<file path="src/rtl/mips_ctrl_pkg.sv">
// Shared constants for the MIPS PC redirect controller: FSM state codes and
// next-PC select codes, plus the request-select bundle of the priority encoder.
package mips_ctrl_pkg;

    localparam logic [1:0] RUN   = 2'd0;
    localparam logic [1:0] STALL = 2'd1;
    localparam logic [1:0] FLUSH = 2'd2;

    localparam logic [1:0] SEL_SEQ = 2'd0;
    localparam logic [1:0] SEL_BR  = 2'd1;
    localparam logic [1:0] SEL_JR  = 2'd2;
    localparam logic [1:0] SEL_J   = 2'd3;

    typedef struct packed {
        logic [1:0] sel;
        logic       redirect;
        logic       stall;
    } req_sel_t;

endpackage

</file>
<file path="src/rtl/pc_redirect_controller_if.sv">
// Request/target bundle from the hazard and branch logic, and the PC /
// pipeline-register controls returned by the redirect controller.
interface pc_redirect_controller_if #(
    parameter int DATA_WIDTH = 32
);
    logic                  branch_eq_i;
    logic                  branch_ne_i;
    logic                  jump_reg_i;
    logic                  jump_i;
    logic                  load_use_i;
    logic [DATA_WIDTH-1:0] pc_plus4_i;
    logic [DATA_WIDTH-1:0] branch_target_i;
    logic [DATA_WIDTH-1:0] jr_target_i;
    logic [DATA_WIDTH-1:0] jump_target_i;
    logic [DATA_WIDTH-1:0] next_pc_o;
    logic                  pc_write_o;
    logic                  if_id_write_o;
    logic                  if_id_flush_o;
    logic                  id_ex_flush_o;
    logic [1:0]            state_o;

    modport master (
        output branch_eq_i, branch_ne_i, jump_reg_i, jump_i, load_use_i,
        output pc_plus4_i, branch_target_i, jr_target_i, jump_target_i,
        input  next_pc_o, pc_write_o, if_id_write_o, if_id_flush_o, id_ex_flush_o, state_o
    );

    modport slave (
        input  branch_eq_i, branch_ne_i, jump_reg_i, jump_i, load_use_i,
        input  pc_plus4_i, branch_target_i, jr_target_i, jump_target_i,
        output next_pc_o, pc_write_o, if_id_write_o, if_id_flush_o, id_ex_flush_o, state_o
    );

endinterface

</file>
<file path="src/rtl/redirect_priority_encoder.sv">
// Fixed-priority arbitration of control-flow requests:
// branch > jump_reg > jump > load_use; lower requests in the same cycle are dropped.
module redirect_priority_encoder
    import mips_ctrl_pkg::*;
(
    input  logic     branch,
    input  logic     jump_reg,
    input  logic     jump,
    input  logic     load_use,
    output req_sel_t req
);

    always_comb begin
        req.sel      = SEL_SEQ;
        req.redirect = 1'b0;
        req.stall    = 1'b0;
        if (branch) begin
            req.sel      = SEL_BR;
            req.redirect = 1'b1;
        end else if (jump_reg) begin
            req.sel      = SEL_JR;
            req.redirect = 1'b1;
        end else if (jump) begin
            req.sel      = SEL_J;
            req.redirect = 1'b1;
        end else if (load_use) begin
            req.stall    = 1'b1;
        end
    end

endmodule

</file>
<file path="src/rtl/pc_redirect_controller.sv">
// PC / pipeline-register sequencer for the MIPS pipeline.
// Optional statistics counters are built when PC_REDIRECT_STATS_EN is defined.
//   state | meaning
//   RUN   | normal fetch; redirects and load-use stalls are accepted
//   STALL | load-use bubble in progress; only a taken branch can abort it
//   FLUSH | post-redirect flush; every request comes from a squashed instr
module pc_redirect_controller
    import mips_ctrl_pkg::*;
#(
    parameter int DATA_WIDTH   = 32,
    parameter int FLUSH_CYCLES = 1,
    parameter int STALL_CYCLES = 1
) (
    input  logic                    clk,
    input  logic                    reset,
    pc_redirect_controller_if.slave ctrl
`ifdef PC_REDIRECT_STATS_EN
    ,
    output logic [31:0]             redirect_cnt_o,
    output logic [31:0]             stall_cnt_o
`endif
);

    localparam int MAX_CYCLES = (FLUSH_CYCLES > STALL_CYCLES) ? FLUSH_CYCLES : STALL_CYCLES;
    localparam int CNT_W      = $clog2(MAX_CYCLES) + 1;
    localparam logic [CNT_W-1:0] FLUSH_LOAD = CNT_W'(FLUSH_CYCLES - 1);
    localparam logic [CNT_W-1:0] STALL_LOAD = CNT_W'(STALL_CYCLES - 1);
    localparam logic [CNT_W-1:0] CNT_ONE    = CNT_W'(1);

    logic [1:0]            state, state_nxt;
    logic [CNT_W-1:0]      cnt, cnt_nxt;
    logic                  in_stall, in_flush, in_run;
    logic [DATA_WIDTH-1:0] next_pc;
    logic                  pc_write, if_id_write, if_id_flush, id_ex_flush;
    req_sel_t              req;

    assign in_stall = (state == STALL);
    assign in_flush = (state == FLUSH);
    assign in_run   = !in_stall && !in_flush;

    // A taken branch is the only request honoured while the ID instr is frozen.
    redirect_priority_encoder u_prio (
        .branch   ((ctrl.branch_eq_i | ctrl.branch_ne_i) & ~in_flush),
        .jump_reg (ctrl.jump_reg_i & in_run),
        .jump     (ctrl.jump_i & in_run),
        .load_use (ctrl.load_use_i & in_run),
        .req      (req)
    );

    always_comb begin
        next_pc     = ctrl.pc_plus4_i;
        pc_write    = 1'b1;
        if_id_write = 1'b1;
        if_id_flush = 1'b0;
        id_ex_flush = 1'b0;
        if (reset) begin
            pc_write    = 1'b0;
            if_id_write = 1'b0;
        end else if (in_flush) begin
            if_id_flush = 1'b1;
            id_ex_flush = 1'b1;
        end else if (req.redirect) begin
            if_id_flush = 1'b1;
            id_ex_flush = (req.sel == SEL_BR);
            case (req.sel)
                SEL_BR:  next_pc = ctrl.branch_target_i;
                SEL_JR:  next_pc = ctrl.jr_target_i;
                SEL_J:   next_pc = ctrl.jump_target_i;
                default: next_pc = ctrl.pc_plus4_i;
            endcase
        end else if (req.stall || in_stall) begin
            pc_write    = 1'b0;
            if_id_write = 1'b0;
            id_ex_flush = 1'b1;
        end
    end

    always_comb begin
        state_nxt = RUN;
        cnt_nxt   = '0;
        if (req.redirect) begin
            if (FLUSH_CYCLES > 1) begin
                state_nxt = FLUSH;
                cnt_nxt   = FLUSH_LOAD;
            end
        end else if (in_flush || in_stall) begin
            if (cnt > CNT_ONE) begin
                state_nxt = state;
                cnt_nxt   = cnt - CNT_ONE;
            end
        end else if (req.stall) begin
            if (STALL_CYCLES > 1) begin
                state_nxt = STALL;
                cnt_nxt   = STALL_LOAD;
            end
        end
        // Unused encoding recovers to RUN unconditionally.
        if (state == 2'd3) begin
            state_nxt = RUN;
            cnt_nxt   = '0;
        end
    end

    always_ff @(posedge clk or posedge reset) begin
        if (reset) begin
            state <= RUN;
            cnt   <= '0;
        end else begin
            state <= state_nxt;
            cnt   <= cnt_nxt;
        end
    end

    assign ctrl.next_pc_o     = next_pc;
    assign ctrl.pc_write_o    = pc_write;
    assign ctrl.if_id_write_o = if_id_write;
    assign ctrl.if_id_flush_o = if_id_flush;
    assign ctrl.id_ex_flush_o = id_ex_flush;
    assign ctrl.state_o       = state;

`ifdef PC_REDIRECT_STATS_EN
    always_ff @(posedge clk or posedge reset) begin
        if (reset) begin
            redirect_cnt_o <= '0;
            stall_cnt_o    <= '0;
        end else begin
            if (req.redirect) redirect_cnt_o <= redirect_cnt_o + 32'd1;
            if (!pc_write)    stall_cnt_o    <= stall_cnt_o + 32'd1;
        end
    end
`endif

endmodule

</file>
<file path="src/flat_wrapper.sv">
// flat-port wrapper written by rule: the top's interface ports become plain ports
module pc_redirect_controller_flat import mips_ctrl_pkg::*;
#(
    parameter int DATA_WIDTH   = 32,
    parameter int FLUSH_CYCLES = 1,
    parameter int STALL_CYCLES = 1
)
  (clk, reset, ctrl_branch_eq_i, ctrl_branch_ne_i, ctrl_jump_reg_i, ctrl_jump_i, ctrl_load_use_i, ctrl_pc_plus4_i, ctrl_branch_target_i, ctrl_jr_target_i, ctrl_jump_target_i, ctrl_next_pc_o, ctrl_pc_write_o, ctrl_if_id_write_o, ctrl_if_id_flush_o, ctrl_id_ex_flush_o, ctrl_state_o);
  pc_redirect_controller_if #(.DATA_WIDTH(DATA_WIDTH)) ctrl_i ();
  input  logic clk;
  input  logic reset;
  input wire logic [$bits(ctrl_i.branch_eq_i)-1:0] ctrl_branch_eq_i;
  input wire logic [$bits(ctrl_i.branch_ne_i)-1:0] ctrl_branch_ne_i;
  input wire logic [$bits(ctrl_i.jump_reg_i)-1:0] ctrl_jump_reg_i;
  input wire logic [$bits(ctrl_i.jump_i)-1:0] ctrl_jump_i;
  input wire logic [$bits(ctrl_i.load_use_i)-1:0] ctrl_load_use_i;
  input wire logic [$bits(ctrl_i.pc_plus4_i)-1:0] ctrl_pc_plus4_i;
  input wire logic [$bits(ctrl_i.branch_target_i)-1:0] ctrl_branch_target_i;
  input wire logic [$bits(ctrl_i.jr_target_i)-1:0] ctrl_jr_target_i;
  input wire logic [$bits(ctrl_i.jump_target_i)-1:0] ctrl_jump_target_i;
  output wire logic [$bits(ctrl_i.next_pc_o)-1:0] ctrl_next_pc_o;
  output wire logic [$bits(ctrl_i.pc_write_o)-1:0] ctrl_pc_write_o;
  output wire logic [$bits(ctrl_i.if_id_write_o)-1:0] ctrl_if_id_write_o;
  output wire logic [$bits(ctrl_i.if_id_flush_o)-1:0] ctrl_if_id_flush_o;
  output wire logic [$bits(ctrl_i.id_ex_flush_o)-1:0] ctrl_id_ex_flush_o;
  output wire logic [$bits(ctrl_i.state_o)-1:0] ctrl_state_o;
  assign ctrl_i.branch_eq_i = ctrl_branch_eq_i;
  assign ctrl_i.branch_ne_i = ctrl_branch_ne_i;
  assign ctrl_i.jump_reg_i = ctrl_jump_reg_i;
  assign ctrl_i.jump_i = ctrl_jump_i;
  assign ctrl_i.load_use_i = ctrl_load_use_i;
  assign ctrl_i.pc_plus4_i = ctrl_pc_plus4_i;
  assign ctrl_i.branch_target_i = ctrl_branch_target_i;
  assign ctrl_i.jr_target_i = ctrl_jr_target_i;
  assign ctrl_i.jump_target_i = ctrl_jump_target_i;
  assign ctrl_next_pc_o = ctrl_i.next_pc_o;
  assign ctrl_pc_write_o = ctrl_i.pc_write_o;
  assign ctrl_if_id_write_o = ctrl_i.if_id_write_o;
  assign ctrl_if_id_flush_o = ctrl_i.if_id_flush_o;
  assign ctrl_id_ex_flush_o = ctrl_i.id_ex_flush_o;
  assign ctrl_state_o = ctrl_i.state_o;
  pc_redirect_controller #(.DATA_WIDTH(DATA_WIDTH), .FLUSH_CYCLES(FLUSH_CYCLES), .STALL_CYCLES(STALL_CYCLES)) u_core (.clk(clk), .reset(reset), .ctrl(ctrl_i));
endmodule
</file>
<file path="config.mk">
export PLATFORM = sky130hd
export DESIGN_NAME = pc_redirect_controller_flat
export DESIGN_NICKNAME = d
export VERILOG_FILES = /design/src/rtl/mips_ctrl_pkg.sv /design/src/rtl/pc_redirect_controller_if.sv /design/src/rtl/redirect_priority_encoder.sv /design/src/rtl/pc_redirect_controller.sv /design/src/flat_wrapper.sv
export SDC_FILE = /design/constraint.sdc
export NUM_CORES = 1
export LEC_CHECK = 0
export CAP_MARGIN = 20
export CORE_UTILIZATION = 27
export DETAILED_ROUTE_END_ITERATION = 7
export PLACE_DENSITY = 0.91
export SLEW_MARGIN = 25
export SYNTH_ARGS = -nofsm -noshare
export SYNTH_HDL_FRONTEND = slang
export SYNTH_SLANG_ARGS = --single-unit
</file>
<file path="constraint.sdc">
create_clock -name clk -period 2.9 [get_ports clk]
set_input_delay 0.435 -clock clk [delete_from_list [all_inputs] [get_ports clk]]
set_output_delay 0.435 -clock clk [all_outputs]
set_load 0.01 [all_outputs]
</file>
==> flow_metrics.tcl <==
set metrics [dict create \
    worstHoldStart "ctrl_pc_plus4_i[10]" \
    holdPathStages 3 \
    diodes 0 \
    max_cap_viol_count 0 \
    power_mw 0.472 \
    syn-instance-count 128 \
    port_buffers 170 \
    antenna_found_initial 0 \
    seq_area_um2 0 \
    first_pass_iters 4 \
    seq_cell_count 0 \
    drt_iter0_drc 90 \
    max-vdd-ir-drop_mv 0.0961 \
    drt-total-wl_um 6210 \
    crit_path_start_kind "input pin" \
    ys_seq_area_share_pct 0 \
    cp.arrival_ns 2.42 \
    post_dp_cell_area_um2 3020 \
    synthesis.area_um2 1190 \
    viasPerCell 5.32 \
    grt_pass1_vias 1819 \
    drc 0 \
    finalCritPeriodShare_pct 98.6 \
    grt_max_degree 32 \
    holdPathEnd "ctrl_next_pc_o[10]" \
    fin_crit_ns 2.86 \
    gr-total-overflow 0 \
    yosysWarnings 0 \
    die_h_um 68.4 \
    dp_hpwl_um 5010 \
    grt_pass1_wl_um 8850 \
    design_area_um2 3080 \
    synthToLayoutAreaGrowth_pct 159 \
    clkbuf_count 0 \
    fmax_ghz 0.350 \
    most-common-layout-cells "clkdlybuf4s50_1, mux2_2, nor4bb_1, a221o_1, dlygate4sd2_1" \
    drv_slew 0 \
    vias 1858 \
    crit_chain "clkdlybuf4s50_1, buf_4, nor4bb_1, a221o_1, mux2_2, clkdlybuf4s50_1" \
    max_stage_delay_ns 0.50 \
    postRouteAntennaNets 0 \
    slowest_stage "clkdlybuf4s50_1" \
    gp_congestion 0.714 \
    crit_required_ns 2.47 \
    hold_class "in -> out" \
    wire_per_inst_um 17.8 \
    dp.cells 344 \
    setup_viol 0 \
    drive_above_1_share_pct 18.7 \
    hold_viol 0 \
    pwr_density_cell_nw_per_um2 153 \
    outcome "finished clean" \
    track_usage_pct 24.9 \
    core-area_um2 4120 \
    rsz0062_at_grt "yes" \
    pin_count 173 \
    layout_commonest_cell "clkdlybuf4s50_1" \
    fin_nets 436 \
    ys_types 17 \
    syn_area_per_cell_um2 9.30 \
    rows 23 \
    crit_path_max_fanout 31 \
    cpMostUsedCell "clkdlybuf4s50_1" \
    path_class "in -> out" \
    endpoint_kind "primary output" \
    static-leakage-power_nw 1.31 \
    final_cells 349 \
    start_util_pct 28.9 \
    design.die.area_um2 4680 \
    dieWidth_um 68.4 \
]
## per-layer routing
metal  part of all wire (%)  GRT usage, %
met5                      0             0
met4                    1.0          3.91
met3                    5.7          3.33
met2                     55          46.8
met1                     38          29.9
## final cells by class
cell class,count,area [µm²]
Timing Repair Buffer,192,1940
Fill cell,300,1030
Tap cell,50,62.6
Multi-Input combinational cell,107,1080
## how the worst max path moves through the flow
stage / start / endpoint / slack (ns)
2_1_floorplan: ctrl_branch_ne_i / ctrl_next_pc_o[10] / 0.95
3_3_place_gp: ctrl_jump_reg_i / ctrl_next_pc_o[23] / -0.02
3_5_place_dp: ctrl_jump_reg_i / ctrl_next_pc_o[19] / -0.07
4_1_cts: ctrl_branch_eq_i / ctrl_next_pc_o[14] / 0.004
5_1_grt: ctrl_branch_eq_i / ctrl_next_pc_o[7] / -0.02
6_report: ctrl_branch_eq_i / ctrl_next_pc_o[7] / 0.04
## cell usage after synthesis
library cell / instances / area, µm²
mux2_2: 32 / 360
a221o_1: 31 / 310
nor4bb_1: 31 / 310
clkbuf_1: 11 / 41.3
buf_2: 4 / 20.0
buf_6: 4 / 45.0
buf_4: 3 / 22.5
nor2_1: 3 / 11.3
a211oi_1: 1 / 7.51
a21oi_1: 1 / 5.00
a21oi_2: 1 / 8.76
a2bb2oi_1: 1 / 8.76
a31oi_1: 1 / 6.26
conb_1: 1 / 3.75
nand3b_1: 1 / 7.51
nor4b_2: 1 / 15.0
or2_1: 1 / 6.26
## logic make-up after synthesis
kind of cell	after synthesis	share of synthesized area [%]
AND/OR/NAND/NOR	37	29.4
AO/OA/AOI/OAI	36	29.1
multiplexers	32	30.3
buffers and inverters	22	10.8
other	1	0.315
## what timing repair did
item | in CTS | in global routing
buffers inserted | 2 | 2
hold buffers | 0 | 0
pin swaps | 1 | 0
gates cloned | 2 | 0
resized for setup | 20 | 14
endpoints found under the setup margin | 30 | 15
## report_power, final
part / internal, mW / total, mW / switching (mW)
clock network: 0 / 0 / 0
registers: 0 / 0 / 0
logic: 0.325 / 0.472 / 0.147
## worst max-delay path, delay by kind of cell
kind | cells | cell delay (ns)
AOI/OAI and AO/OA | 1 | 0.28
buffers and inverters | 3 | 1.30
and+or+nand+nor | 1 | 0.12
muxes | 1 | 0.27
## stage by stage
| step | hold slack (ns) | setup TNS [ns] | setup WS [ns] | utilization, % |
|---|---|---|---|---|
| 3_3_place_gp | 1.91 | -0.0835 | -0.0239 | 73.5 |
| 2_1_floorplan | 0.918 | 0 | 0.950 | - |
| 6_report | 1.59 | 0 | 0.0418 | 74.9 |
| 3_5_place_dp | 1.92 | -0.878 | -0.0711 | 73.5 |
| 4_1_cts | 1.71 | 0 | 0.00406 | 73.8 |
| 5_1_grt | 1.62 | -0.0159 | -0.0159 | 74.9 |
(Power assumes the default switching activity.)
